`config.mk`:
```
export PLATFORM = sky130hd
export DESIGN_NAME = uart_word_rx
export DESIGN_NICKNAME = d
export VERILOG_FILES = /design/src/rtl/uart_word_rx.sv
export SDC_FILE = /design/constraint.sdc
export NUM_CORES = 1
export LEC_CHECK = 0
export ABC_AREA = 1
export CAP_MARGIN = 40
export CELL_PAD_IN_SITES_DETAIL_PLACEMENT = 1
export CELL_PAD_IN_SITES_GLOBAL_PLACEMENT = 1
export CORE_ASPECT_RATIO = 1.2
export CORE_MARGIN = 2
export CORE_UTILIZATION = 42
export CTS_CLUSTER_SIZE = 8
export DETAILED_ROUTE_END_ITERATION = 8
export HOLD_SLACK_MARGIN = 0.15
export PLACE_DENSITY = 0.94
export SYNTH_ARGS = -nofsm -noshare
export SYNTH_HDL_FRONTEND = slang
export SYNTH_SLANG_ARGS = --single-unit
```
`constraint.sdc`:
```
create_clock -name clk -period 8.5 [get_ports clk]
set_input_delay 1.7 -clock clk [delete_from_list [all_inputs] [get_ports clk]]
set_output_delay 1.7 -clock clk [all_outputs]
set_load 0.03 [all_outputs]
```
`src/rtl/uart_word_rx.sv`:
```
// rtl/uart_word_rx.sv - assembles received UART bytes into little/big-endian words
//
// Purpose:
//   Collects 1..WORD_BYTES bytes from a UART byte strobe into one word, with
//   selectable byte order. Completed words go to a one-deep output register
//   that uses a valid/ready handshake. A partial word is discarded if the
//   bytes stop arriving for TIMEOUT_CYCLES clocks (0 disables this).
//
// Ports:
//   clk          in   sole clock, rising edge
//   reset        in   synchronous, active-high
//   byte_data    in   [7:0] received byte
//   byte_valid   in   single-cycle strobe qualifying byte_data
//   byte_len     in   [LW-1:0] bytes per word; 0 or >WORD_BYTES selects WORD_BYTES
//   big_endian   in   1 = first byte lands in the most significant position
//   word_data    out  [8*WORD_BYTES-1:0] assembled word
//   word_valid   out  word_data holds a word not yet taken
//   word_ready   in   consumer takes the word when word_valid & word_ready
//   busy         out  a word is partially collected
//   timeout_err  out  one-cycle pulse when a partial word is discarded
//   overrun_err  out  one-cycle pulse when a completed word is dropped

module uart_word_rx #(
  parameter int  WORD_BYTES     = 4,
  parameter int  TIMEOUT_CYCLES = 100000,
  localparam int LW             = $clog2(WORD_BYTES + 1)
) (
  input  logic                    clk,
  input  logic                    reset,
  input  logic [7:0]              byte_data,
  input  logic                    byte_valid,
  input  logic [LW-1:0]           byte_len,
  input  logic                    big_endian,
  output logic [8*WORD_BYTES-1:0] word_data,
  output logic                    word_valid,
  input  logic                    word_ready,
  output logic                    busy,
  output logic                    timeout_err,
  output logic                    overrun_err
);

  localparam int W = 8 * WORD_BYTES;
  localparam logic [LW-1:0] WB_L = LW'(WORD_BYTES);

  // The idle counter only has to reach TIMEOUT_CYCLES-1: expiry is detected
  // on the edge that would have taken it to TIMEOUT_CYCLES.
  localparam int CW = (TIMEOUT_CYCLES > 1) ? $clog2(TIMEOUT_CYCLES) : 1;
  localparam logic [CW-1:0] TO_LAST = CW'((TIMEOUT_CYCLES > 0) ? TIMEOUT_CYCLES - 1 : 0);
  localparam logic TO_EN = (TIMEOUT_CYCLES > 0);

  typedef enum logic [0:0] {
    S_IDLE    = 1'b0,
    S_COLLECT = 1'b1
  } state_t;

  state_t        r_state;
  state_t        w_state_next;

  logic [LW-1:0] r_len;
  logic          r_be;
  logic [LW-1:0] r_count;
  logic [W-1:0]  r_asm;
  logic [CW-1:0] r_idle_cnt;
  logic [W-1:0]  r_word_data;
  logic          r_word_valid;
  logic          r_timeout_err;
  logic          r_overrun_err;

  logic [LW-1:0] w_eff_len;
  logic [LW-1:0] w_len_sel;
  logic          w_be_sel;
  logic [LW-1:0] w_idx;
  logic [LW-1:0] w_pos;
  logic [W-1:0]  w_base;
  logic [W-1:0]  w_asm_new;
  logic [LW-1:0] w_count_new;
  logic          w_complete;
  logic          w_timeout;
  logic          w_load;
  logic          w_overrun;

  // Out-of-range lengths fall back to a full-width word.
  always_comb begin
    w_eff_len = byte_len;
    if ((byte_len == '0) || (byte_len > WB_L)) begin
      w_eff_len = WB_L;
    end
  end

  // In IDLE the incoming byte starts a new word, so length and byte order
  // come straight from the inputs and the assembly register is treated as
  // empty. In COLLECT the values latched at the first byte are used, which
  // keeps mid-word changes of byte_len/big_endian from corrupting the word.
  always_comb begin
    w_len_sel = r_len;
    w_be_sel  = r_be;
    w_idx     = r_count;
    w_base    = r_asm;
    if (r_state == S_IDLE) begin
      w_len_sel = w_eff_len;
      w_be_sel  = big_endian;
      w_idx     = '0;
      w_base    = '0;
    end
    w_pos       = w_be_sel ? (w_len_sel - LW'(1) - w_idx) : w_idx;
    w_asm_new   = w_base | (W'(byte_data) << {w_pos, 3'b000});
    w_count_new = w_idx + LW'(1);
  end

  // Next-state logic. A byte arriving in the expiry cycle wins over the
  // timeout because the byte_valid branch is evaluated first.
  always_comb begin
    w_state_next = r_state;
    w_complete   = 1'b0;
    w_timeout    = 1'b0;
    case (r_state)
      S_IDLE, S_COLLECT: begin
        if (byte_valid) begin
          if (w_count_new == w_len_sel) begin
            w_complete   = 1'b1;
            w_state_next = S_IDLE;
          end else begin
            w_state_next = S_COLLECT;
          end
        end else if ((r_state == S_COLLECT) && TO_EN && (r_idle_cnt == TO_LAST)) begin
          w_timeout    = 1'b1;
          w_state_next = S_IDLE;
        end
      end
      default: begin
        w_state_next = S_IDLE;
      end
    endcase
  end

  // A completed word may enter the output register when it is empty or is
  // being emptied in this same cycle; otherwise it is dropped.
  assign w_load    = w_complete && (!r_word_valid || word_ready);
  assign w_overrun = w_complete && r_word_valid && !word_ready;

  always_ff @(posedge clk) begin
    if (reset) begin
      r_state <= S_IDLE;
    end else begin
      r_state <= w_state_next;
    end
  end

  always_ff @(posedge clk) begin
    if (reset) begin
      r_len         <= '0;
      r_be          <= 1'b0;
      r_count       <= '0;
      r_asm         <= '0;
      r_idle_cnt    <= '0;
      r_word_data   <= '0;
      r_word_valid  <= 1'b0;
      r_timeout_err <= 1'b0;
      r_overrun_err <= 1'b0;
    end else begin
      if (byte_valid) begin
        r_asm   <= w_asm_new;
        r_count <= w_count_new;
        if (r_state == S_IDLE) begin
          r_len <= w_eff_len;
          r_be  <= big_endian;
        end
      end
      if (w_complete || w_timeout) begin
        r_count <= '0;
      end

      if ((r_state == S_COLLECT) && !byte_valid && !w_timeout && TO_EN) begin
        r_idle_cnt <= r_idle_cnt + CW'(1);
      end else begin
        r_idle_cnt <= '0;
      end

      if (w_load) begin
        r_word_data  <= w_asm_new;
        r_word_valid <= 1'b1;
      end else if (word_ready) begin
        r_word_valid <= 1'b0;
      end

      r_timeout_err <= w_timeout;
      r_overrun_err <= w_overrun;
    end
  end

  assign word_data   = r_word_data;
  assign word_valid  = r_word_valid;
  assign busy        = (r_state == S_COLLECT);
  assign timeout_err = r_timeout_err;
  assign overrun_err = r_overrun_err;

endmodule

```
======== Word-level counts from Yosys, hierarchy flattened ========
Cells that the tools add are included.
storage, ports and cells
  output and inout port bits .............. 36
  register bits ........................... 92
cells by class
  bitwise logic cells ..................... 2
  multiplexer cells ....................... 15
  shifts and indexed selects .............. 1
  $add $sub $neg .......................... 4
  reduce and logical (&&, ||, !) cells .... 18
  eq/ne operators ......................... 2
  order comparisons ....................... 1
operator list
  kind                                                                 number
  32-bit two-way mux                                                   1
  32-bit bitwise OR                                                    1
  8-bit by 6-bit << shifter with 32-bit output                         1
  17-bit by 1-bit adder with 17-bit output (second input constant)     1
  17-bit == test (second input constant)                               1
  3-bit two-way mux                                                    4
  1-bit two-way mux                                                    10
  1-bit logical AND                                                    6
  1-bit zero test                                                      4
  2-bit nonzero test                                                   2
  2-bit OR reduction                                                   2
  3-bit by 1-bit adder with 3-bit output (second input constant)       1
  3-bit == test                                                        1
  3-bit greater-than comparator (second input constant)                1
  3-bit zero test                                                      1
  1-bit logical OR                                                     3
  3-bit by 1-bit subtractor with 3-bit output (second input constant)  1
  3-bit subtractor                                                     1
  1-bit NOT                                                            1

======== Longest topological paths before layout ========
Gate-level depths: netlist of the first run.
  depth in word-level cells ............... 9
  depth in mapped cells ................... 19

======== Worst setup path before layout of the first run ========
OpenSTA, ideal clock, no wires.
  kind .................................... input to register
  start ................................... input byte_len[0]
  end ..................................... register r_word_data[16] (netlist: word_data[16])
  cell stages on the path ................. 18
  arrival ................................. 3.922 ns
  slack ................................... 4.467 ns
  setup time .............................. 0.112 ns
  required time ........................... 8.388 ns
  path through ............................ or2_2 > ha_1 > inv_1 > nand2_1 > nand2_1 > o21ai_0 > inv_1 > ha_1 > inv_1 > fa_1 > inv_1 > a21oi_4 > buf_2 > nor2_1 > nand3_1 > nand2_1 > nor2_1 > nor2_1
on the way
  longest elaborated chain between the ends .. 9
ends and longest elaborated chain
  what                                                                     line  source
  from (decl)                                                              32    input logic [LW-1:0] byte_len,
  3-bit greater-than comparator / 3-bit zero test (equally long branches)  85    if ((byte_len == '0) || (byte_len > WB_L)) begin
  1-bit logical OR                                                         85
  3-bit two-way mux *                                                      85
  3-bit two-way mux *                                                      --
  via w_len_sel[0]                                                         70    logic [LW-1:0] w_len_sel;
  3-bit by 1-bit subtractor with 3-bit output                              105   w_pos = w_be_sel ? (w_len_sel - LW'(1) - w_idx) : w_idx;
  3-bit subtractor                                                         105
  3-bit two-way mux                                                        105
  8-bit by 6-bit << shifter with 32-bit output                             106   w_asm_new = w_base | (W'(byte_data) << {w_pos, 3'b000});
  32-bit bitwise OR                                                        106
  to (signal assigned)                                                     180   r_word_data <= w_asm_new;
  to (decl)                                                                64    logic [W-1:0] r_word_data;
Mark *: on every way through the listed nets, which the timed path passes. The rest lies on a longest branch.
A chain may end at the register's enable or synchronous reset.

======== Worst setup path in the final report of the first run ========
  start ................................... input byte_len[0]
  end ..................................... register r_asm[13]
on the way
  longest elaborated chain between the ends .. 9
ends and longest elaborated chain
  what                                                                     line  source
  3-bit greater-than comparator / 3-bit zero test (equally long branches)  85
  1-bit logical OR                                                         85
  3-bit two-way mux *                                                      85
  3-bit two-way mux *                                                      --
  via w_len_sel[0]                                                         70
  3-bit by 1-bit subtractor with 3-bit output *                            105
  3-bit subtractor *                                                       105
  3-bit two-way mux *                                                      105
  8-bit by 6-bit << shifter with 32-bit output *                           106
  32-bit bitwise OR *                                                      106
  to (signal assigned)                                                     162   r_asm <= w_asm_new;
  to (decl)                                                                62    logic [W-1:0] r_asm;
Marks and branches as above.

==> flow_summary.json, run 1 <==
{
  "cts_sinks": 92,
  "rows": 41,
  "drc_errors": 0,
  "postCtsHoldBufs": 0,
  "dp_hpwl_mm": 9.25,
  "vias": 4591,
  "p_leak_nw": 2.57,
  "port_buffers": 51,
  "hold_ws_ns": 0.455,
  "reg2reg_from": "busy",
  "cp.required_ns": 8.74,
  "cts_tree": "yes",
  "final_common_cell": "nand2_1",
  "cts_buffers": 9,
  "gp_congestion": 0.903,
  "clock_path_buffers": 2,
  "die_area_mm2": 0.0117,
  "powerDensity_mw_per_mm2": 206,
  "synth.largest_area_cell": "dfxtp_1",
  "finalSetupViolCount": 0,
  "grt_usage_pct": 24.4,
  "yosys_warnings": 0,
  "crit_start": "byte_len[0]",
  "use_met2_pct": 43.7,
  "seq_area_frac_synth_pct": 40.4,
  "area_delta_synth_final_pct": 20.4,
  "final-max-slew-violation-count": 0,
  "status": "finished, final reports clean",
  "relSlewSlack_pct": 58.2,
  "grt_max_degree": 43,
  "rsz0062_at_grt": "no",
  "coreArea_mm2": 0.0106,
  "postCtsSetupBuffers": 0,
  "cp_max_fo": 27,
  "hp-class": "register to register",
  "synthesis.nets": 733,
  "drive_gt1_share_pct": 5.70,
  "grt_pass1_vias": 4907,
  "rrSetupSlack_ns": 5.37,
  "drt.antenna.violating_nets": 0,
  "clkLatencyLatePin_ns": 0.35,
  "post-route-period-util_pct": 54.1,
  "grt_pass1_wl_mm": 23.1,
  "drt_iter0_drc": 184,
  "top_usage_layer": "met2",
  "hold_viol_final": 0,
  "diodes": 0,
  "grt.overflow.total": 0,
  "ios": 52,
  "endpoint": "r_asm[13]",
  "final_cell_mix": "nand2_1, nor2_1, dfxtp_1",
  "skew_ns": 0.00571,
  "yosys-top-cells-area": "dfxtp_1, nand2_1, nor2_1, nand3_1, inv_1",
  "cp.arrival_ns": 4.84,
  "r2r-end": "r_asm[13]",
  "tns_ns": 0,
  "routed_wl_mm": 13.7,
  "dr.pass1.iters": 4,
  "use_met3_pct": 4.38,
  "synth-seq-cells": 92,
  "period_minus_slack_ns": 4.60,
  "synthCells": 712,
  "worst-setup-path-type": "input pin to register",
  "synth_top_area_share_pct": 40.4,
  "worst_ir_drop_vdd_mv": 0.103,
  "die_w_um": 99.1,
  "end_kind": "register",
  "met1_usage_pct": 28.5,
  "cts.clk_slew.worst_paths_ns": 0.07,
  "antenna_found_initial": 0,
  "vias_per_cell": 5.19,
  "start_kind": "input pin",
  "cts_resized": 0,
  "start_util_pct": 43.2,
  "avgSynthCellArea_um2": 6.41,
  "clock.fmax_mhz": 218,
  "htreeDepth": 3,
  "drv_cap": 0,
  "synth_cell_types": 29,
  "r2r_cells": 17,
  "dieHeight_um": 118,
  "min_path_cells": 2,
  "fin_nets": 771,
  "wl_per_cell_um": 15.5,
  "worst_pin_slew_ns": 0.626,
  "syn-cell-area_mm2": 0.00456,
  "cts-root-buf": "clkbuf_16"
}
==> registers in the layout (all words and copies together) (netlist names) <==
name	flops
timeout_err	1
word_data	32
busy	1
word_valid	1
r_be	1
r_asm	32
overrun_err	1
r_idle_cnt	17
r_len	3
r_count	3
==> per-layer routing <==
layer	vias to the layer above	share of wire [%]
met4	0	2.6
met1	2213	42
met2	92	52
met3	29	4.0
met5	-	0
li1	2257	-
==> per-stage QoR <==
step | power, W | area [um2] | utilization [%] | std cells | setup slack [ns]
floorplan | 0.000625 | 4560 | - | 712 | 4.47
detailed placement | 0.000696 | 5170 | 48.9 | 868 | 3.68
global route | 0.00118 | 5490 | 52.0 | 884 | 3.66
global placement | 0.000682 | 5090 | 48.2 | 865 | 3.37
finish | 0.00113 | 5490 | 52.0 | 884 | 3.90
CTS | 0.00114 | 5490 | 52.0 | 884 | 3.95
==> synth_stat cells, drive strengths merged <==
library cell  number
nor2             120
dfxtp             92
or2                1
nor3              12
nor4               1
mux2i              1
clkbuf            13
o21ai              6
fa                 1
ha                 4
a21oi              9
o22ai              2
nand4             10
inv               72
nor3b              2
nand3             64
buf               18
a31oi              1
nand2            276
xor2               7
==> worst min path at each step <==
stage,from,endpoint,slack [ns]
2_1_floorplan,r_idle_cnt[0],r_idle_cnt[0],0.42
3_3_place_gp,r_idle_cnt[0],r_idle_cnt[0],0.43
3_5_place_dp,r_asm[21],r_asm[21],0.44
4_1_cts,r_asm[21],r_asm[21],0.46
5_1_grt,r_asm[1],r_asm[1],0.47
6_report,r_asm[21],r_asm[21],0.46
==> power by group <==
group,internal (W),leakage (nW),total [W],switching (W)
logic,0.0000743,1.67,0.000221,0.000147
registers,0.000454,0.747,0.000468,0.0000135
clock network,0.000266,0.159,0.000442,0.000177
total,0.000795,2.57,0.00113,0.000337
==> cell families (layout without fill, tap and decap cells) <==
family | count (synthesis) | in the layout | synth area share [%]
simple gates | 486 | 486 | 44.1
fa+ha+maj | 5 | 5 | 1.54
buf+inv | 103 | 146 | 9.85
xor+xnor | 7 | 7 | 1.34
mux | 1 | 1 | 0.219
compound gates | 18 | 18 | 2.55
flops | 92 | 92 | 40.4
==> worst max-delay path, cell delays in order <==
cell	delay [ns]
clkdlybuf4s50_1	0.43
or2_2	0.30
ha_1	0.27
inv_1	0.09
nand2_1	0.06
nand2_1	0.06
o21ai_0	0.10
inv_1	0.08
ha_1	0.16
inv_1	0.06
fa_1	0.38
inv_1	0.07
nand3_1	0.11
nand3_1	0.12
nand2_1	0.22
buf_16	0.25
nand3_1	0.11
nand2_1	0.10
nand2_1	0.09
nand2_1	0.06
==> final cells by class <==
cell class                 instances  area, um2
timing repair buffer              58        616
multi-input combinational        517       2270
clock buffer                      10        239
clock inverter                     6       86.3
fill                            1422       5080
inverter                          72        273
sequential                        92       1840
tap                              129        161
No activity file was read; power rests on OpenSTA's default activity.
==> run 2, diff against run 1 <==
Settings changed: CORE_UTILIZATION 42 to 36, PLACE_DENSITY 0.94 to 0.87.
Clock period 8.5 ns to 4 ns, I/O delays scaled along.
==> run 2 against run 1 <==
Via count shrank 2.2%. Non-clock buffer count up 1. Clock power is 110% higher. Die area rose by 16%. Cell count grew 4.1%. First-iteration DRC count is 8.7% lower. Sequential power up 110%. Sequential share of layout area down 0.22 points. Worst setup slack lost 3.4 ns.
==> flow_summary.json, run 2 (same netlist as run 1, synthesis figures left out) <==
{
  "p_int_w": 0.00172,
  "share_seq_of_total_power_pct": 41.3,
  "path_cells": "clkdlybuf4s50_1 -> or2_2 -> ha_1 -> inv_1 -> nand2_1 -> nand2_1 -> o21ai_0 -> inv_1 -> ha_1 -> inv_1 -> fa_1 -> inv_1 -> a21oi_4 -> nor2_1 -> nand3_1 -> nand2_1 -> nor2_1 -> nor2_1",
  "coreArea_mm2": 0.0125,
  "crit_slowest_cell": "fa_1",
  "final-max-slew-violation-count": 0,
  "fin_nets": 772,
  "min_path_cells": 2,
  "clock.fmax_mhz": 286,
  "end_kind": "register",
  "post-route-period-util_pct": 87.5,
  "die_w_um": 107,
  "worst_pin_slew_ns": 0.830,
  "relSlewSlack_pct": 44.6,
  "cts_tree": "yes",
  "hold_viol_final": 0,
  "cts_buffers": 9,
  "tns_ns": 0,
  "gp_congestion": 0.831,
  "combPwrFrac_pct": 19.3,
  "routed_wl_mm": 12.8,
  "rows": 45,
  "cp.arrival_ns": 3.74,
  "cts.clk_slew.worst_paths_ns": 0.06,
  "drv_cap": 0,
  "cp_common_cell": "inv_1",
  "powerDensity_mw_per_mm2": 436,
  "hp-start": "r_asm[0]",
  "fin_util_pct": 44.2,
  "reg2reg_from": "busy",
  "switching_share_pct": 28.4,
  "period_minus_slack_ns": 3.50,
  "grt_max_degree": 65,
  "dp_hpwl_mm": 8.91,
  "postCtsHoldBufs": 0,
  "port_buffers": 51,
  "die_area_mm2": 0.0136,
  "worst_ir_drop_vdd_mv": 0.227,
  "ios": 52,
  "r2r_cells": 13,
  "final_cell_mix": "nand2_1, nor2_1, dfxtp_1",
  "r2r-end": "word_data[14]",
  "start_util_pct": 36.5,
  "cp_num_buf_inv": 5,
  "vias_per_cell": 4.88,
  "drive_gt1_share_pct": 5.69,
  "cts_sinks": 92,
  "crit_family": "adder cells",
  "p_sw_w": 0.000683,
  "grt.overflow.total": 0,
  "cts-root-buf": "clkbuf_16",
  "dr.pass1.iters": 4,
  "clkPwrFrac_pct": 39.4,
  "worst-setup-path-type": "input pin to register",
  "clock_path_buffers": 2,
  "postCtsSetupBuffers": 0,
  "finalSetupViolCount": 0,
  "power.total_w": 0.00241,
  "diodes": 0,
  "p_leak_nw": 2.57,
  "skew_ns": 0.00590,
  "grt_pass1_wl_mm": 21.5,
  "drc_errors": 0,
  "area_delta_synth_final_pct": 21.2,
  "rsz0062_at_grt": "no",
  "clkLatencyLatePin_ns": 0.34,
  "final_common_cell": "nand2_1",
  "min_to": "r_asm[0]",
  "vias": 4491,
  "rrSetupSlack_ns": 1.32,
  "cp_max_fo": 16,
  "drt.antenna.violating_nets": 0,
  "cts_resized": 0,
  "start_kind": "input pin",
  "wl_per_cell_um": 13.9,
  "max_stage_delay_ns": 0.47,
  "cp.required_ns": 4.24,
  "status": "finished, final reports clean",
  "grt_pass1_vias": 4689,
  "antenna_found_initial": 0,
  "htreeDepth": 3,
  "grt_usage_pct": 19.6,
  "dieHeight_um": 127,
  "hp-class": "register to register",
  "drt_iter0_drc": 168
}
==> run 2: changes by cell type in the layout (fill, tap and decap cells not counted), sizes merged <==
cell    previous run  this run
clkbuf            10        13
inv               73        72
buf                7         8
clkinv             2         0
==> run 2: worst max path at each step <==
| stage | startpoint | to | cells past startpoint |
|---|---|---|---|
| 6_report | byte_len[1] | word_data[16] | 18 |
| 5_1_grt | byte_len[1] | word_data[21] | 18 |
| 4_1_cts | byte_len[1] | word_data[25] | 18 |
| 3_5_place_dp | byte_len[1] | word_data[21] | 18 |
| 3_3_place_gp | byte_len[0] | word_data[22] | 18 |
| 2_1_floorplan | byte_len[0] | word_data[16] | 18 |
==> run 2: per-layer routing <==
metal	global-route usage, %	routed length (um)	vias up	share of wire [%]
met5	0	0	-	0
met4	7.87	272	0	2.1
met3	2.76	460	24	3.6
met2	37.1	6730	82	53
met1	21.9	5330	2124	42
li1	-	-	2261	-
==> run 2: final cells by class <==
| type | instances | area, um2 |
|---|---|---|
| clock buffer | 13 | 270 |
| multi-input combinational | 517 | 2270 |
| clock inverter | 3 | 67.6 |
| tap | 164 | 205 |
| fill | 1671 | 6970 |
| sequential | 92 | 1840 |
| timing repair buffer | 59 | 596 |
| inverter | 72 | 273 |
==> run 2: worst reg2reg max path, stage by stage, from the launching register on <==
cell,delay (ns)
dfxtp_1,0.37
buf_4,0.46
nand2_2,0.16
ha_1,0.24
inv_1,0.06
fa_1,0.40
inv_1,0.12
nand2_1,0.08
nand2_2,0.23
nor2_1,0.10
nand3_1,0.10
nand2_1,0.10
nor2_1,0.11
nor2_1,0.05
==> run 2: metrics by stage <==
| stage | worst slack [ns] | std cells | cell area [um2] | hold WS, ns |
|---|---|---|---|---|
| detailed placement | 0.154 | 904 | 5190 | 0.445 |
| global placement | 0.165 | 904 | 5190 | 0.428 |
| floorplan | 0.867 | 712 | 4560 | 0.418 |
| finish | 0.500 | 920 | 5530 | 0.457 |
| global route | 0.214 | 920 | 5530 | 0.467 |
| CTS | 0.505 | 920 | 5530 | 0.458 |
==> run 2: power by group through the flow <==
| stage | sequential, W | combinational [W] | clock (W) |
|---|---|---|---|
| 2_1_floorplan | 0.00106 | 0.000263 | 0 |
| 3_3_place_gp | 0.00101 | 0.000454 | 0 |
| 3_5_place_dp | 0.00101 | 0.000465 | 0 |
| 4_1_cts | 0.000994 | 0.000470 | 0.000970 |
| 5_1_grt | 0.000999 | 0.000517 | 0.00101 |
| 6_report | 0.000994 | 0.000465 | 0.000949 |
